## src/rtl/fifo_rd_stream.sv

```systemverilog
// ---------------------------------------------------------------------------
// fifo_rd_stream
//
// Read-side drainer for an asynchronous FIFO. Pops words through the FIFO's
// rden/rdata/rempty port and presents them as a valid/ready stream. The FIFO
// read data arrives one cycle after rden, so a 2-entry skid buffer absorbs
// that latency and sustains one word per cycle while data is available and
// the consumer is ready.
//
// Ports
//   rclk      in   read-domain clock, all logic on the rising edge
//   rrst_n    in   asynchronous active-low reset
//   rempty    in   FIFO empty flag
//   rden      out  FIFO read enable, one pop per cycle high
//   rdata     in   FIFO read data, valid the cycle after rden
//   m_valid   out  stream word available
//   m_data    out  stream word (buffer head)
//   m_ready   in   consumer accepts when m_valid & m_ready
//   beat_cnt  out  accepted-beat counter, wraps modulo 2^CNT_W
// ---------------------------------------------------------------------------
module fifo_rd_stream #(
    parameter int DATA_W = 32,
    parameter int CNT_W  = 16
) (
    input  logic              rclk,
    input  logic              rrst_n,
    input  logic              rempty,
    output logic              rden,
    input  logic [DATA_W-1:0] rdata,
    output logic              m_valid,
    output logic [DATA_W-1:0] m_data,
    input  logic              m_ready,
    output logic [CNT_W-1:0]  beat_cnt
);

    // Control state
    logic [1:0]       occ_q, occ_d;
    logic             inflight_q, inflight_d;
    logic             head_q, head_d;
    logic             tail_q, tail_d;
    logic [CNT_W-1:0] beat_cnt_q, beat_cnt_d;

    // Data buffer: never reset, contents are don't-care while occ_q is 0
    logic [DATA_W-1:0] buf_q [2];

    logic       deq;
    logic [2:0] pending;

    assign m_valid  = (occ_q != 2'd0);
    assign m_data   = buf_q[head_q];
    assign beat_cnt = beat_cnt_q;
    assign deq      = m_valid & m_ready;

    // Words that will still be held after this edge if no new pop is issued.
    // deq implies occ_q >= 1, so the subtraction cannot underflow.
    assign pending = {1'b0, occ_q} + {2'b00, inflight_q} - {2'b00, deq};

    // Issue a pop only if the word it returns is guaranteed a buffer slot.
    // rrst_n is folded in so nothing is popped while held in reset.
    assign rden = rrst_n & ~rempty & (pending <= 3'd1);

    always_comb begin
        occ_d      = occ_q;
        inflight_d = rden;
        head_d     = head_q;
        tail_d     = tail_q;
        beat_cnt_d = beat_cnt_q;

        // Capture and dequeue in the same cycle leave occupancy unchanged.
        occ_d = occ_q + {1'b0, inflight_q} - {1'b0, deq};

        if (inflight_q) begin
            tail_d = ~tail_q;
        end
        if (deq) begin
            head_d     = ~head_q;
            beat_cnt_d = beat_cnt_q + CNT_W'(1);
        end
    end

    always_ff @(posedge rclk or negedge rrst_n) begin
        if (!rrst_n) begin
            occ_q      <= 2'd0;
            inflight_q <= 1'b0;
            head_q     <= 1'b0;
            tail_q     <= 1'b0;
            beat_cnt_q <= '0;
        end else begin
            occ_q      <= occ_d;
            inflight_q <= inflight_d;
            head_q     <= head_d;
            tail_q     <= tail_d;
            beat_cnt_q <= beat_cnt_d;
        end
    end

    // The capture slot (tail) never aliases the head being read while full:
    // a capture at occ_q == 2 cannot happen because rden was gated earlier.
    // inflight_q is cleared by reset, so no capture occurs during reset.
    always_ff @(posedge rclk) begin
        if (inflight_q) begin
            buf_q[tail_q] <= rdata;
        end
    end

endmodule

```

## config.mk

```make
export PLATFORM = sky130hd
export DESIGN_NAME = fifo_rd_stream
export DESIGN_NICKNAME = d
export VERILOG_FILES = /design/src/rtl/fifo_rd_stream.sv
export SDC_FILE = /design/constraint.sdc
export NUM_CORES = 1
export LEC_CHECK = 0
export CAP_MARGIN = 15
export CELL_PAD_IN_SITES_DETAIL_PLACEMENT = 1
export CELL_PAD_IN_SITES_GLOBAL_PLACEMENT = 2
export CORE_ASPECT_RATIO = 0.7
export CORE_MARGIN = 1.5
export CORE_UTILIZATION = 30
export DETAILED_ROUTE_END_ITERATION = 8
export HOLD_SLACK_MARGIN = 0.02
export PLACE_DENSITY = 0.72
export SYNTH_ARGS = -nofsm -noshare
export SYNTH_HDL_FRONTEND = slang
export SYNTH_SLANG_ARGS = --single-unit
```

## constraint.sdc

```tcl
create_clock -name rclk -period 2.8 [get_ports rclk]
set_input_delay 0.56 -clock rclk [delete_from_list [all_inputs] [get_ports rclk]]
set_output_delay 0.56 -clock rclk [all_outputs]
set_load 0.01 [all_outputs]
```

==> flow_summary.yaml <==
status:
  status: "finished, violations left"
  violations: "negative setup slack"
drt:
  drt_iter0_drc: 68
  drc: 0
  drt_first_pass_iters: 3
  vias: 1809
  drtAntennaViolNets: 0
  routedWlPerCell_um: 15.5
  drt-vias-per-instance: 4.31
  wirelength_um: 6530
floorplanning:
  core_um2: 10500
  die_area_um2: 11500
  start_util_pct: 31.2
  die_w_um: 128
  fp-row-count: 31
  die_h_um: 90.3
  ioPinCount: 86
placement:
  dp_hpwl_um: 4380
  dp_worst_setup_slack_ps: -780
  place.gp.congestion: 0.685
  io_buffers: 85
clocking:
  postCtsHoldBufs: 0
  clockBufferDepth: 2
  path_clk_slew_ps: 60
  clk_latency_ps: 330
  cts_made_buffers: 9
  clockRootBuffer: "clkbuf_16"
  clkSinkCount: 85
  cts_tree: "done"
  htree_num_levels: 3
setup_path:
  crit_required_ps: 2240
  arrival_ps: 2320
  end_kind: "output pin"
  startpoint_type: "flop"
  crit_family: "adder cells"
  max_stage_delay_ps: 450
  cp_max_fo: 2
  worst-path-buf-inv: 3
  critical_path_class: "reg2out"
  crit_path_top_delay_cell: "fa_2"
  path_cells: "o21ai_4 -> inv_2 -> ha_4 -> inv_2 -> ha_4 -> fa_2 -> nor4b_4 -> buf_2"
logic_synthesis:
  yosys_warnings: 0
  synth_cell_types: 23
  syn-num-nets: 218
  netlist_area_um2: 3260
  syn-mean-instance-area_um2: 18.3
  ys_ff_latch: 85
  syn_inst: 178
  ys_seq_area_share_pct: 75.0
timing:
  whs_ps: 487
  period_needed_ps: 2880
  rsz0062_at_grt: "yes"
  fmax_mhz: 347
  max-slew-margin-rel_pct: 44.6
  hold_viol_final: 0
  final_max_slew_viol_count: 0
  fin_ws_ps: -84.4
  worstMarginPinSlew_ps: 831
  final-setup-viol-count: 1
  min_period_over_period_pct: 103
  finClkSkew_ps: 5.40
final_layout:
  n_antenna_cell: 0
  nets: 323
  area_delta_synth_final_pct: 43.1
  final_layout_size_suffix_gt1_share_pct: 25.0
  final_cell_mix: "clkdlybuf4s50_1, edfxtp_1, mux2_2"
  layout_commonest_cell: "clkdlybuf4s50_1"
grt:
  overflow: 0
  antenna_found_initial: 0
  grt_max_degree: 33
  grt_pass1_vias: 1959
  grt_pass1_wl_um: 10600
  grt_use_total_pct: 12.3
power:
  ir_drop_mv: 0.320
  p_leak_nw: 1.71
  power_density_nw_per_um2: 911
run:
  max_cap_viol_count: 0
hold_path:
  hold_path.class: "reg2reg"
## per-stage QoR
step | cells | power [mW] | setup TNS (ps) | util (%) | cell area, um2
6_report | 420 | 4.25 | -84.4 | 44.6 | 4670
5_1_grt | 420 | 4.50 | -167 | 44.6 | 4670
4_1_cts | 420 | 4.28 | -228 | 44.4 | 4650
3_5_place_dp | 401 | 3.14 | -780 | 41.6 | 4350
3_3_place_gp | 401 | 3.13 | -803 | 41.6 | 4350
2_1_floorplan | 178 | 2.41 | 0 | - | 3270
## path summary, 6_finish.rpt
kind	startpoint	to	slack (ps)	depth (start not counted)
worst min register to register	beat_cnt[15]	beat_cnt[15]	490	1
worst max-delay path	occ_q[1]	rden	-80	8
max in group asynchronous	rrst_n	tail_q	1830	2
min in group asynchronous	rrst_n	beat_cnt[4]	740	2
worst max register to register	occ_q[1]	inflight_q	890	7
worst min-delay path	beat_cnt[15]	beat_cnt[15]	490	1
## logic make-up after synthesis
family / Yosys count / share of synthesized area, %
AND/OR/NAND/NOR: 29 / 5.75
multiplexers: 32 / 11.0
adder cells (fa/ha/maj): 4 / 1.76
flip-flops: 85 / 75.0
XOR/XNOR: 18 / 4.83
buffers and inverters: 9 / 1.15
AO/OA/AOI/OAI: 1 / 0.498
## report_power, final
part | internal, mW | switching [mW]
Sequential | 1.59 | 0.127
Combinational | 0.852 | 0.630
Clock | 0.594 | 0.457
Total | 3.04 | 1.22
## cell type report
type / instances / area [um2]
clock buffer: 11 / 233
inverter: 5 / 18.8
fill: 1036 / 5800
sequential: 85 / 2450
clock inverter: 5 / 27.5
multi-input combinational: 84 / 838
tap: 132 / 165
timing repair buffer: 98 / 942
## per-layer routing
layer | up-vias | wire length [um] | track usage (%)
met5 | - | 0 | 0
met4 | 0 | 82 | 5.06
met3 | 8 | 299 | 3.97
met2 | 51 | 2940 | 18.3
met1 | 885 | 3210 | 16.7
li1 | 865 | - | -
## synthesized netlist by cell type
| library cell | n | share of area (%) |
|---|---|---|
| and2_1 | 1 | 0.19 |
| and3_1 | 3 | 0.57 |
| and4_1 | 2 | 0.54 |
| buf_2 | 3 | 0.46 |
| clkbuf_1 | 1 | 0.11 |
| dfrtp_1 | 21 | 16 |
| edfxtp_1 | 64 | 59 |
| fa_1 | 1 | 0.61 |
| ha_1 | 3 | 1.1 |
| inv_1 | 5 | 0.57 |
| mux2_2 | 32 | 11 |
| nand2_1 | 8 | 0.92 |
| nand3_1 | 4 | 0.61 |
| nand3_4 | 1 | 0.54 |
| nand4_1 | 2 | 0.38 |
| nor2_1 | 3 | 0.34 |
| nor3_4 | 2 | 1.0 |
| nor4b_1 | 1 | 0.27 |
| o21ai_4 | 1 | 0.50 |
| or2_1 | 1 | 0.19 |
| or2_2 | 1 | 0.19 |
| xnor2_1 | 11 | 3.0 |
| xor2_1 | 7 | 1.9 |
## flip-flops by register name, summed over array words and instances, names as in the netlist
signal	count
buf_q	64
beat_cnt	16
occ_q	2
head_q	1
inflight_q	1
tail_q	1
## repair_timing
action                                  CTS  global route
endpoints found under the setup margin    1             1
hold endpoints to repair                  0             0
pin swaps                                 5             4
gates resized for setup                  11             3
setup buffers                             3             0
Power figures use the tool's default switching activity.
